<file path="src/rtl/fp_norm_pipe.sv">
// Two-stage normaliser between the significand adder and the rounder.
// Stage 1 registers the raw beat with its leading-zero count; stage 2 shifts, adjusts the exponent and flags.
`timescale 1ns/1ps
module fp_norm_pipe #(
    parameter int MANT_W = 23,
    parameter int EXP_W  = 8
) (
    input  logic              clk,
    input  logic              rst_n,
    input  logic              flush,
    input  logic              in_valid,
    output logic              in_ready,
    input  logic [MANT_W+1:0] in_sig,
    input  logic [EXP_W-1:0]  in_exp,
    input  logic              in_sign,
    input  logic              in_sticky,
    output logic              out_valid,
    input  logic              out_ready,
    output logic [MANT_W-1:0] out_sig,
    output logic [EXP_W-1:0]  out_exp,
    output logic              out_sign,
    output logic              out_guard,
    output logic              out_sticky,
    output logic              out_zero,
    output logic              out_underflow,
    output logic              out_overflow
);
    localparam int SIG_W = MANT_W + 2;
    localparam int LZW   = $clog2(SIG_W);

    // Leading zeros of the hidden+fraction field; all-zero yields the field width.
    function automatic logic [LZW-1:0] lzc(input logic [SIG_W-2:0] v);
        logic found;
        lzc   = LZW'(SIG_W - 1);
        found = 1'b0;
        for (int i = SIG_W - 2; i >= 0; i--) begin
            if (!found && v[i]) begin
                lzc   = LZW'(SIG_W - 2 - i);
                found = 1'b1;
            end
        end
    endfunction

    logic              r_s1_valid;
    logic [SIG_W-2:0]  r_s1_sig;
    logic [EXP_W-1:0]  r_s1_exp;
    logic              r_s1_sign;
    logic              r_s1_sticky;
    logic [LZW-1:0]    r_s1_lz;
    logic              r_s1_carry;
    logic              r_s1_nz;

    logic              r_s2_valid;
    logic [MANT_W-1:0] r_out_sig;
    logic [EXP_W-1:0]  r_out_exp;
    logic              r_out_sign;
    logic              r_out_guard;
    logic              r_out_sticky;
    logic              r_out_zero;
    logic              r_out_underflow;
    logic              r_out_overflow;

    logic              w_s1_load;
    logic              w_s2_load;
    logic [EXP_W:0]    w_exp_ext;
    logic [EXP_W:0]    w_lz_ext;
    logic [EXP_W:0]    w_exp_inc;
    logic [EXP_W:0]    w_exp_dec;
    logic [SIG_W-2:0]  w_shl;

    logic [MANT_W-1:0] w_n_sig;
    logic [EXP_W-1:0]  w_n_exp;
    logic              w_n_guard;
    logic              w_n_sticky;
    logic              w_n_zero;
    logic              w_n_underflow;
    logic              w_n_overflow;

    // A stage accepts when it is empty or the stage after it is moving.
    assign w_s2_load = !r_s2_valid || out_ready;
    assign w_s1_load = !r_s1_valid || w_s2_load;
    assign in_ready  = w_s1_load;

    // Stage 1: capture beat and leading-zero count.
    always_ff @(posedge clk or negedge rst_n) begin
        if (!rst_n) begin
            r_s1_valid  <= 1'b0;
            r_s1_sig    <= {(SIG_W-1){1'b0}};
            r_s1_exp    <= {EXP_W{1'b0}};
            r_s1_sign   <= 1'b0;
            r_s1_sticky <= 1'b0;
            r_s1_lz     <= {LZW{1'b0}};
            r_s1_carry  <= 1'b0;
            r_s1_nz     <= 1'b0;
        end else begin
            if (flush) begin
                r_s1_valid <= 1'b0;
            end else if (w_s1_load) begin
                r_s1_valid <= in_valid;
            end
            if (w_s1_load && in_valid) begin
                r_s1_sig    <= in_sig[SIG_W-2:0];
                r_s1_exp    <= in_exp;
                r_s1_sign   <= in_sign;
                r_s1_sticky <= in_sticky;
                r_s1_lz     <= lzc(in_sig[SIG_W-2:0]);
                r_s1_carry  <= in_sig[SIG_W-1];
                r_s1_nz     <= |in_sig;
            end
        end
    end

    // Exponent math one bit wider than the field so nothing wraps silently.
    assign w_exp_ext = {1'b0, r_s1_exp};
    assign w_lz_ext  = {{(EXP_W+1-LZW){1'b0}}, r_s1_lz};
    assign w_exp_inc = w_exp_ext + {{EXP_W{1'b0}}, 1'b1};
    assign w_exp_dec = w_exp_ext - w_lz_ext;
    assign w_shl     = r_s1_sig << r_s1_lz;

    // Stage 2 result selection: zero, carry/overflow, then left shift/underflow.
    always_comb begin
        w_n_sig       = {MANT_W{1'b0}};
        w_n_exp       = {EXP_W{1'b0}};
        w_n_guard     = 1'b0;
        w_n_sticky    = r_s1_sticky;
        w_n_zero      = 1'b0;
        w_n_underflow = 1'b0;
        w_n_overflow  = 1'b0;
        if (!r_s1_nz) begin
            w_n_zero = 1'b1;
        end else if (r_s1_carry) begin
            w_n_guard = r_s1_sig[0];
            if (w_exp_inc >= {1'b0, {EXP_W{1'b1}}}) begin
                w_n_exp      = {EXP_W{1'b1}};
                w_n_overflow = 1'b1;
            end else begin
                w_n_exp = w_exp_inc[EXP_W-1:0];
                w_n_sig = r_s1_sig[SIG_W-2:1];
            end
        end else if (w_exp_ext <= w_lz_ext) begin
            w_n_zero      = 1'b1;
            w_n_underflow = 1'b1;
            w_n_sticky    = 1'b0;
        end else begin
            w_n_exp = w_exp_dec[EXP_W-1:0];
            w_n_sig = w_shl[MANT_W-1:0];
        end
    end

    // Stage 2: output registers, held while downstream stalls.
    always_ff @(posedge clk or negedge rst_n) begin
        if (!rst_n) begin
            r_s2_valid      <= 1'b0;
            r_out_sig       <= {MANT_W{1'b0}};
            r_out_exp       <= {EXP_W{1'b0}};
            r_out_sign      <= 1'b0;
            r_out_guard     <= 1'b0;
            r_out_sticky    <= 1'b0;
            r_out_zero      <= 1'b0;
            r_out_underflow <= 1'b0;
            r_out_overflow  <= 1'b0;
        end else begin
            if (flush) begin
                r_s2_valid <= 1'b0;
            end else if (w_s2_load) begin
                r_s2_valid <= r_s1_valid;
            end
            if (w_s2_load && r_s1_valid) begin
                r_out_sig       <= w_n_sig;
                r_out_exp       <= w_n_exp;
                r_out_sign      <= r_s1_sign;
                r_out_guard     <= w_n_guard;
                r_out_sticky    <= w_n_sticky;
                r_out_zero      <= w_n_zero;
                r_out_underflow <= w_n_underflow;
                r_out_overflow  <= w_n_overflow;
            end
        end
    end

    assign out_valid     = r_s2_valid;
    assign out_sig       = r_out_sig;
    assign out_exp       = r_out_exp;
    assign out_sign      = r_out_sign;
    assign out_guard     = r_out_guard;
    assign out_sticky    = r_out_sticky;
    assign out_zero      = r_out_zero;
    assign out_underflow = r_out_underflow;
    assign out_overflow  = r_out_overflow;

endmodule

</file>
<file path="config.mk">
export PLATFORM = sky130hd
export DESIGN_NAME = fp_norm_pipe
export DESIGN_NICKNAME = d
export VERILOG_FILES = /design/src/rtl/fp_norm_pipe.sv
export SDC_FILE = /design/constraint.sdc
export NUM_CORES = 1
export LEC_CHECK = 0
export ABC_AREA = 1
export CORE_ASPECT_RATIO = 0.7
export CORE_UTILIZATION = 40
export CTS_CLUSTER_DIAMETER = 200
export DETAILED_ROUTE_END_ITERATION = 16
export PLACE_DENSITY = 0.68
export SYNTH_ARGS = -nofsm -noshare
export SYNTH_HDL_FRONTEND = slang
export SYNTH_SLANG_ARGS = --single-unit
export TNS_END_PERCENT = 50
</file>
<file path="constraint.sdc">
create_clock -name clk -period 2.73 [get_ports clk]
set_input_delay 0.273 -clock clk [delete_from_list [all_inputs] [get_ports clk]]
set_output_delay 0.273 -clock clk [all_outputs]
set_load 0.005 [all_outputs]
</file>
Word level (Yosys, flattened, before mapping). Index checks and enable logic that the tools add are counted.

Register bits after elaboration: 80. Output and inout port bits: 39.

$add $sub $neg: 2. Magnitude comparators: 2. Shifts and indexed selects: 1. Multiplexer cells: 94. Reductions and logical operators: 55.

Operator list (number): $mux W5 (24); $mux W23 (4); $mux W1 (62); $mux W8 (4); $logic_and A1 B1 Y1 (25); $logic_not A1 Y1 (25); $reduce_or A25 Y1 (1); $shl A24 B5 Y23 (1); $add A8 B1 Y9 const B (1); $ge A9 B8 Y1 const B (1); $le A8 B5 Y1 (1); $sub A8 B5 Y8 (1); $reduce_bool A2 Y1 (2); $logic_or A1 B1 Y1 (2).

Depth between registers and ports, before layout. Gate-level depths: netlist (run 1).

Word-level depth: 96. Gate-level depth with buffers: 17. Depth with buffers taken out: 14.

Worst setup path after synthesis (run 1). OpenSTA, ideal clock, no wires.

Path kind: register -> register. Start: reg r_s1_lz[3]. End: reg r_out_sig[10] (netlist: out_sig[10]). Arrival time: 2057 ps. Required time: 2613 ps. Path slack: 556 ps. Cell stages (with the launch flop): 14. Path buffers: 3. Period minus slack after synthesis: 2174 ps. Cell sequence: dfrtp_1 > buf_2 > inv_1 > clkbuf_1 > ha_1 > a21oi_1 > nand2_1 > nand2_1 > nand3b_1 > nand4_1 > clkbuf_1 > o21ai_0 > nand2_1 > nand2_1.

Word-level cells in the longest chain between the ends: 4. Elaborated cells between the ends (all ways): 5. Those cells by class: order compare (1); shift (1); mux (3).

Ends and longest elaborated chain: from (decl) (RTL line 49) `logic [LZW-1:0] r_s1_lz;`; from (signal assigned) (RTL line 92) `r_s1_lz <= {LZW{1'b0}};`; from (signal assigned) (RTL line 106) `r_s1_lz <= lzc(in_sig[SIG_W-2:0]);`; $le A8 B5 Y1 or $shl A24 B5 Y23 (tied branches) (RTL line 140, 118); $mux W23 (*) (RTL line 140) `end else if (w_exp_ext <= w_lz_ext) begin`; $mux W23 (*) (RTL line 131) `end else if (r_s1_carry) begin`; $mux W23 (*) (RTL line 129) `if (!r_s1_nz) begin`; to (signal assigned) (RTL line 154) `r_out_sig <= {MANT_W{1'b0}};`; to (signal assigned) (RTL line 169) `r_out_sig <= w_n_sig;`; to (decl) (RTL line 54) `logic [MANT_W-1:0] r_out_sig;`.

Every way passes the cells marked *; elsewhere a longest branch is shown, timed or not. A chain may end at the register's enable or synchronous reset.

Worst setup path in the final report (run 1).
Start: reg r_s1_exp[0]. End: reg r_out_exp[3] (netlist: out_exp[3]).

Word-level cells in the longest chain between the ends: 5. Elaborated cells between the ends (all ways): 8. Those cells by class: add/sub (2); order compare (2); mux (4).

Ends and longest elaborated chain: from (decl) (RTL line 46) `logic [EXP_W-1:0] r_s1_exp;`; from (signal assigned) (RTL line 89) `r_s1_exp <= {EXP_W{1'b0}};`; from (signal assigned) (RTL line 103) `r_s1_exp <= in_exp;`; $add A8 B1 Y9 (RTL line 116) `assign w_exp_inc = w_exp_ext + {{EXP_W{1'b0}}, 1'b1};`; $ge A9 B8 Y1 (RTL line 133) `if (w_exp_inc >= {1'b0, {EXP_W{1'b1}}}) begin`; $mux W8 (RTL line 133); $mux W8 (*) (RTL line 131); $mux W8 (*) (RTL line 129); to (signal assigned) (RTL line 155) `r_out_exp <= {EXP_W{1'b0}};`; to (signal assigned) (RTL line 170) `r_out_exp <= w_n_exp;`; to (decl) (RTL line 55) `logic [EXP_W-1:0] r_out_exp;`.

Marks and branches as above.

==> summary.txt, run 1 <==
Synth
  • Top area cells in the synthesized netlist: sky130_fd_sc_hd__dfrtp_1 37%, sky130_fd_sc_hd__nand2_1 20%, sky130_fd_sc_hd__nand3_1 7.7%
  • Post-synthesis share of cell area spent on full adders, half adders and majority gates: 1.99%
  • Warnings from Yosys: 0
  • Share of cell area taken by muxes after synthesis: 0%
  • Library cell with the largest summed area after synthesis: sky130_fd_sc_hd__dfrtp_1
  • Share of flip-flops with an asynchronous set or reset after synthesis: 100%
  • Distinct cells, synth: 47
  • Syn Inst Count: 801
  • EDFF count, synth: 0
  • Simple-gate area share of the yosys netlist: 37.2%
  • Main combinational cell family by area after synthesis: simple AND/OR/NAND/NOR gates
  • Netlist area before placement: 5400 µm²
  • Number of storage elements in the synthesis netlist: 80
  • Main synth FF type: sky130_fd_sc_hd__dfrtp_1
  • Post-synthesis xor/xnor area fraction: 0.648%
  • Synthesized net count: 849
  • Sequential-to-total area share from yosys stat: 37.1%
  • Area fraction in compound gates after synthesis: 14.2%
  • Per-instance average area after synthesis: 6.74 µm²
  • Top cell type's share of synthesized area: 37.1%

STA
  • Fin crit share: 87.3%
  • Worst clock skew: 0.00698 ns
  • Transition time of the tightest slew-check pin: 0.603 ns
  • Final Hold Vio Count: 0
  • Slew Limit Fails: 0
  • Setup violators final: 0
  • Worst hold slack across all endpoints: 0.460 ns
  • Setup repair after global routing missed its margin: false
  • Fin Setup TNS: 0 ns
  • Slew Limit Headroom: 59.8%
  • Clock period minus worst slack: 2.38 ns
  • Top achievable clock speed: 0.419 GHz

Global routing
  • Antenna violations before repair: 0
  • Via count of the first global-routing pass: 4792
  • Total track usage: 24.2%
  • Largest net degree at the start of global routing: 81
  • Wire length of the first global-routing pass: 26000 µm
  • Remaining global-route overflow: 0

Worst setup path
  • CP Class: flip-flop to flip-flop
  • Required time of the critical path: 2.96 ns
  • Cell occurring most often along the worst timing path: sky130_fd_sc_hd__nand2_1
  • Maximum net fanout on the critical path: 7
  • CP top delay family: simple AND/OR/NAND/NOR gates
  • Slowest stage cell, crit path: sky130_fd_sc_hd__dfrtp_1
  • Largest stage delay on the critical path: 0.42 ns
  • Worst path buffer plus inverter count: 3
  • Endpoint class of the critical path: flip-flop
  • Depth of the worst register-to-register path: 15
  • Setup crit start kind: flip-flop
  • Ordered list of cells on the worst path: inv_1, ha_1, inv_1, fa_1, nand2_1, nand2_1, nand2_1, nand3b_1, nand2_1, nand2_1, nand2_1, buf_4, a21oi_1, nand2_1, nand2_1
  • Endpoint of the lowest-slack register-to-register path: out_exp[3]
  • Flop-to-flop setup slack: 0.35 ns
  • Data arrival time of the worst path: 2.62 ns
  • Worst reg2reg startpoint: r_s1_exp[0]

Floorplan
  • Vert. Die Dim: 99.2 µm
  • Placeable core region: 13200 µm²
  • Initial cell density of the core: 41.0%
  • Number of top-level pins: 79
  • Count of standard-cell rows: 35
  • Die outline area: 14000 µm²
  • Chip Width: 141 µm

Drt
  • DR vias/cell: 5.18
  • Wire length per cell after detailed routing: 15.0 µm
  • Drt total wl: 15900 µm
  • First-iteration detailed-routing DRC count: 532
  • Via total after detailed routing: 5490
  • Detailed-routing iteration count for the pre-antenna-repair pass: 5
  • Remaining number of nets flagged by the antenna check after routing: 0
  • Final routed DRC violation total: 0

Clocking
  • TritonCTS buffer count: 9
  • CTS H-Tree Depth: 3
  • CTS tree: done
  • Root buffer selected by CTS: sky130_fd_sc_hd__clkbuf_16
  • Clock transition at path regs: 0.07 ns
  • CTS sink cnt: 80
  • Deepest clock path buffer count: 2
  • Clock Latency Late Sink: 0.35 ns

Layout
  • Top library cells by usage in the layout, fill and taps aside: 287 x sky130_fd_sc_hd__nand2_1, 83 x sky130_fd_sc_hd__nand3_1, 80 x sky130_fd_sc_hd__dfrtp_1
  • Final antenna diode count: 0
  • Share of the core filled with cells in the final layout: 50.6%
  • Share of final-layout standard cells stronger than drive strength 1: 8.12%
  • Post-layout nets: 917
  • Synth-to-layout area growth: 23.5%
  • Most common library cell in the layout ignoring fill and taps: sky130_fd_sc_hd__nand2_1

Worst hold path
  • Class of the most critical hold timing path: primary input to flip-flop
  • Min-delay src: in_exp[2]
  • Cell depth of the worst hold path: 3
  • Hold Path Sink: r_s1_exp[2]

Pwr
  • Worst-case vdd ir drop: 0.261 mV
  • Total leakage power: 3.24 nW
  • Pwr dens: 603 nW/µm²

Placed design
  • Half-perimeter wire length of the detailed placement result: 12100 µm
  • Port Buffers: 78
  • Placer Congestion: 0.939

Run
  • Max-cap violation count: 0

Run status
  • Run status: finished clean
-- per-stage QoR --
| step | area [µm²] | power (mW) | std cells | setup WS (ns) |
|---|---|---|---|---|
| 3_5_place_dp | 6340 | 2.75 | 1041 | 0.325 |
| 4_1_cts | 6670 | 4.04 | 1058 | 0.283 |
| 3_3_place_gp | 6340 | 2.75 | 1041 | 0.364 |
| 5_1_grt | 6670 | 4.27 | 1059 | 0.110 |
| 6_report | 6670 | 4.02 | 1059 | 0.346 |
| 2_1_floorplan | 5400 | 2.18 | 801 | 0.556 |
-- how the worst max path moves through the flow --
stage | end | slack, ns | cells after the start | start
3_3_place_gp | out_sig[12] | 0.36 | 14 | r_s1_exp[0]
6_report | out_exp[3] | 0.35 | 15 | r_s1_exp[0]
4_1_cts | out_sig[12] | 0.28 | 14 | r_s1_exp[0]
2_1_floorplan | out_sig[10] | 0.56 | 13 | r_s1_lz[3]
5_1_grt | out_exp[3] | 0.11 | 15 | r_s1_exp[0]
3_5_place_dp | out_sig[12] | 0.33 | 14 | r_s1_exp[0]
-- state kept, by name, indices dropped and copies added, names as in the netlist, 5 cells and up --
register / flops
out_exp: 8
r_s1_sig: 24
out_sig: 23
r_s1_exp: 8
r_s1_lz: 5
-- kinds of logic (layout without fill, tap and decap cells) --
group / count (synthesis) / count (layout)
fa+ha+maj: 8 / 8
buf+inv: 111 / 184
compound gates: 139 / 139
simple gates: 459 / 459
flops: 80 / 80
xor+xnor: 4 / 4
-- routing by layer --
layer,GRT usage (%),up-vias,share of wire [%]
met1,40.8,2530,55
met4,5.18,0,1.0
met2,30.0,200,37
li1,-,2747,-
met5,0,-,0
met3,4.77,13,7.9
-- cell usage after synthesis (2+ instances only) --
cell type	n
sky130_fd_sc_hd__o21ai_2	8
sky130_fd_sc_hd__nor2_2	4
sky130_fd_sc_hd__ha_1	7
sky130_fd_sc_hd__inv_2	8
sky130_fd_sc_hd__nor2_1	48
sky130_fd_sc_hd__nand2_2	4
sky130_fd_sc_hd__xnor2_1	2
sky130_fd_sc_hd__o21ai_1	28
sky130_fd_sc_hd__nor3_4	3
sky130_fd_sc_hd__inv_1	63
sky130_fd_sc_hd__dfrtp_1	80
sky130_fd_sc_hd__a31oi_1	2
sky130_fd_sc_hd__o211ai_1	4
sky130_fd_sc_hd__nor3_1	5
sky130_fd_sc_hd__buf_6	2
sky130_fd_sc_hd__nand3_1	83
sky130_fd_sc_hd__nor2_4	2
sky130_fd_sc_hd__buf_1	4
sky130_fd_sc_hd__or2_2	2
sky130_fd_sc_hd__o21ai_0	64
sky130_fd_sc_hd__a21oi_1	24
sky130_fd_sc_hd__o21a_1	2
sky130_fd_sc_hd__nand4_1	12
sky130_fd_sc_hd__buf_2	11
sky130_fd_sc_hd__nand3b_1	2
sky130_fd_sc_hd__xor2_1	2
sky130_fd_sc_hd__nand2_1	287
sky130_fd_sc_hd__nand3_2	2
sky130_fd_sc_hd__clkbuf_1	18
-- worst register-to-register path, cell delays in order (launching register included) --
cell and delay (ns):
sky130_fd_sc_hd__dfrtp_1 0.42, sky130_fd_sc_hd__inv_1 0.15, sky130_fd_sc_hd__ha_1 0.17, sky130_fd_sc_hd__inv_1 0.07, sky130_fd_sc_hd__fa_1 0.41, sky130_fd_sc_hd__nand2_1 0.11, sky130_fd_sc_hd__nand2_1 0.07, sky130_fd_sc_hd__nand2_1 0.07
sky130_fd_sc_hd__nand3b_1 0.09, sky130_fd_sc_hd__nand2_1 0.09, sky130_fd_sc_hd__nand2_1 0.07, sky130_fd_sc_hd__nand2_1 0.17, sky130_fd_sc_hd__buf_4 0.20, sky130_fd_sc_hd__a21oi_1 0.05, sky130_fd_sc_hd__nand2_1 0.10, sky130_fd_sc_hd__nand2_1 0.05
-- cell type report --
| class | instances | area, µm² |
|---|---|---|
| clock inverters | 7 | 85.1 |
| multi-input cells | 610 | 2920 |
| repair buffers | 96 | 941 |
| flip-flops and latches | 80 | 2000 |
| fillers | 1333 | 6510 |
| inverters | 72 | 270 |
| clock buffers | 9 | 225 |
| well taps | 185 | 231 |
-- report_power, final --
part	internal (mW)	switching (mW)	total [mW]	leakage, nW
Clock	0.730	0.540	1.27	0.153
Combinational	0.557	0.685	1.24	2.10
Sequential	1.37	0.142	1.51	0.987
Total	2.65	1.37	4.02	3.24
-- what timing repair did --
| action | 4_1_cts | 5_1_grt |
|---|---|---|
| endpoints found under the hold margin | 80 | 0 |
| resized for setup | 0 | 0 |
| endpoints found under the setup margin | 0 | 4 |
| buffers inserted | 0 | 1 |
| hold buffers | 1 | 0 |
(Power assumes the default switching activity.)
==> run 2, diff against run 1 <==
--- a/config.mk
+++ b/config.mk
@@ -10,7 +10,9 @@
 export CORE_UTILIZATION = 40
 export CTS_CLUSTER_DIAMETER = 200
 export DETAILED_ROUTE_END_ITERATION = 16
+export GPL_ROUTABILITY_DRIVEN = 0
 export PLACE_DENSITY = 0.68
+export SLEW_MARGIN = 25
 export SYNTH_ARGS = -nofsm -noshare
 export SYNTH_HDL_FRONTEND = slang
 export SYNTH_SLANG_ARGS = --single-unit
==> summary.txt, run 2 (synthesized netlist as in run 1, its figures left out) <==
Drt
  • First-iteration detailed-routing DRC count: 521 (was 532)
  • Via total after detailed routing: 5520 (was 5490)
  • Wire length per cell after detailed routing: 14.7 µm (was 15.0 µm)
  • Remaining number of nets flagged by the antenna check after routing: 0 (unchanged)
  • DR vias/cell: 5.22 (was 5.18)
  • Detailed-routing iteration count for the pre-antenna-repair pass: 7 (was 5)
  • Drt total wl: 15500 µm (was 15900 µm)
  • Final routed DRC violation total: 0 (unchanged)

Clocking
  • Clock Latency Late Sink: 0.35 ns (about the same)
  • Post-CTS setup buffers: 0 (unchanged)
  • Hold-fix buffers, CTS: 1 (unchanged)
  • CTS H-Tree Depth: 3 (unchanged)
  • Root buffer selected by CTS: sky130_fd_sc_hd__clkbuf_16 (unchanged)
  • CTS tree: done (unchanged)
  • CTS sink cnt: 80 (unchanged)
  • Deepest clock path buffer count: 2 (unchanged)
  • TritonCTS buffer count: 9 (unchanged)
  • Total of cells resized after clock tree synthesis: 0 (unchanged)
  • Clock transition at path regs: 0.06 ns (was 0.07 ns)

STA
  • Slew Limit Fails: 0 (unchanged)
  • Clock period minus worst slack: 2.45 ns (was 2.38 ns)
  • Setup violators final: 0 (unchanged)
  • Slew Limit Headroom: 65.5% (was 59.8%)
  • Fin crit share: 89.7% (was 87.3%)
  • Fin Setup TNS: 0 ns (unchanged)
  • Setup repair after global routing missed its margin: false (unchanged)
  • Worst clock skew: 0.00877 ns (was 0.00698 ns)
  • Final Hold Vio Count: 0 (unchanged)
  • Top achievable clock speed: 0.408 GHz (was 0.419 GHz)
  • Transition time of the tightest slew-check pin: 0.515 ns (was 0.603 ns)

Run status
  • Run status: finished clean (unchanged)

Worst setup path
  • Largest stage delay on the critical path: 0.42 ns (about the same)
  • Setup crit start kind: flip-flop (unchanged)
  • Required time of the critical path: 2.96 ns (about the same)
  • Ordered list of cells on the worst path: inv_1, ha_1, inv_1, fa_1, nand2_1, nand2_1, nand2_1, nand3b_1, nand4_1, inv_1, nand3_1, nand2_1, nand2_1, nand2_1 (was inv_1, ha_1, inv_1, fa_1, nand2_1, nand2_1, nand2_1, nand3b_1, nand2_1, nand2_1, nand2_1, buf_4, a21oi_1, nand2_1, nand2_1)
  • Maximum net fanout on the critical path: 12 (was 7)
  • Cell occurring most often along the worst timing path: sky130_fd_sc_hd__nand2_1 (unchanged)
  • Endpoint of the lowest-slack register-to-register path: out_sig[12] (was out_exp[3])
  • Worst reg2reg startpoint: r_s1_exp[0] (unchanged)
  • Endpoint class of the critical path: flip-flop (unchanged)
  • Flop-to-flop setup slack: 0.28 ns (was 0.35 ns)
  • Depth of the worst register-to-register path: 14 (was 15)
  • Slowest stage cell, crit path: sky130_fd_sc_hd__dfrtp_1 (unchanged)
  • CP Class: flip-flop to flip-flop (unchanged)
  • Data arrival time of the worst path: 2.68 ns (was 2.62 ns)

Layout
  • Synth-to-layout area growth: 23.1% (was 23.5%)
  • Register name with the most flops: r_s1_sig (unchanged)
  • Max reg flops: 24 (unchanged)
  • Post-layout nets: 916 (was 917)
  • Finished layout cell area: 6650 µm² (was 6670 µm²)
  • Top library cells by usage in the layout, fill and taps aside: 287 x sky130_fd_sc_hd__nand2_1, 83 x sky130_fd_sc_hd__nand3_1, 80 x sky130_fd_sc_hd__dfrtp_1 (unchanged)
  • Most common library cell in the layout ignoring fill and taps: sky130_fd_sc_hd__nand2_1 (unchanged)
  • Share of final-layout standard cells stronger than drive strength 1: 8.02% (was 8.12%)
  • Final antenna diode count: 0 (unchanged)

Floorplan
  • Die outline area: 14000 µm² (unchanged)
  • Chip Width: 141 µm (unchanged)
  • Placeable core region: 13200 µm² (unchanged)
  • Initial cell density of the core: 41.0% (unchanged)
  • Vert. Die Dim: 99.2 µm (unchanged)
  • Number of top-level pins: 79 (unchanged)
  • Count of standard-cell rows: 35 (unchanged)

Pwr
  • Pwr dens: 599 nW/µm² (was 603 nW/µm²)
  • Total leakage power: 3.23 nW (was 3.24 nW)
  • Worst-case vdd ir drop: 0.254 mV (was 0.261 mV)

Global routing
  • Largest net degree at the start of global routing: 44 (was 81)
  • Remaining global-route overflow: 0 (unchanged)
  • Wire length of the first global-routing pass: 25800 µm (was 26000 µm)
  • Via count of the first global-routing pass: 4926 (was 4792)
  • Antenna violations before repair: 0 (unchanged)
  • Total track usage: 23.7% (was 24.2%)

Placed design
  • Port Buffers: 78 (unchanged)
  • Half-perimeter wire length of the detailed placement result: 11900 µm (was 12100 µm)
  • Dpl cell area: 6330 µm² (was 6340 µm²)

Worst hold path
  • Class of the most critical hold timing path: primary input to asynchronous set/reset pin (was primary input to flip-flop)

Run
  • Max-cap violation count: 0 (unchanged)
[run 2: cell types whose count changed in the layout (fill, tap and decap cells not counted), sizes merged]
cell,delta
clkinv,+1
inv,-4
clkinvlp,+2
clkbuf,+1
buf,-1
[run 2: worst max-delay path by stage]
stage	from	end	slack, ns	cells after the start
5_1_grt	r_s1_exp[0]	out_sig[13]	0.06	14
3_3_place_gp	r_s1_exp[0]	out_sig[12]	0.37	14
2_1_floorplan	r_s1_lz[3]	out_sig[10]	0.56	13
4_1_cts	r_s1_exp[0]	out_sig[12]	0.29	14
3_5_place_dp	r_s1_exp[0]	out_sig[12]	0.31	14
6_report	r_s1_exp[0]	out_sig[12]	0.28	14
[run 2: stage by stage]
| stage | hold WS [ns] | std cells | power, mW | setup WS, ns | util, % |
|---|---|---|---|---|---|
| 5_1_grt | 0.489 | 1058 | 4.22 | 0.0600 | 50.4 |
| 3_3_place_gp | 0.277 | 1041 | 2.74 | 0.373 | 48.0 |
| 2_1_floorplan | -0.0226 | 801 | 2.18 | 0.556 | - |
| 4_1_cts | 0.459 | 1058 | 3.99 | 0.292 | 50.4 |
| 3_5_place_dp | 0.278 | 1041 | 2.74 | 0.314 | 48.0 |
| 6_report | 0.441 | 1058 | 3.98 | 0.281 | 50.4 |
[run 2: critical path: cells and delay by family, from the launching register on]
kind          cells  cell delay (ns)
fa+ha+maj         2             0.57
buf+inv           3             0.37
flops             1             0.42
simple gates      9             0.95
[run 2: final cells by class]
cell class	count	area, µm²
Fill cell	1345	6530
Inverter	72	270
Sequential cell	80	2000
Multi-Input combinational cell	610	2920
Tap cell	185	231
Clock inverter	6	67.6
Clock buffer	10	239
Timing Repair Buffer	95	921
[run 2: routing by layer]
| layer | global-route usage, % | up-vias | wire length (µm) | part of all wire [%] |
|---|---|---|---|---|
| met4 | 6.86 | 0 | 247 | 1.6 |
| met3 | 4.72 | 23 | 1470 | 9.5 |
| met5 | 0 | - | 0 | 0 |
| met2 | 30.1 | 262 | 5650 | 36 |
| met1 | 38.7 | 2482 | 8150 | 53 |
| li1 | - | 2753 | - | - |
[run 2: power breakdown]
group	total [mW]	internal, mW	switching, mW
clock network	1.24	0.736	0.501
registers	1.51	1.37	0.141
logic	1.23	0.554	0.680
total	3.98	2.66	1.32
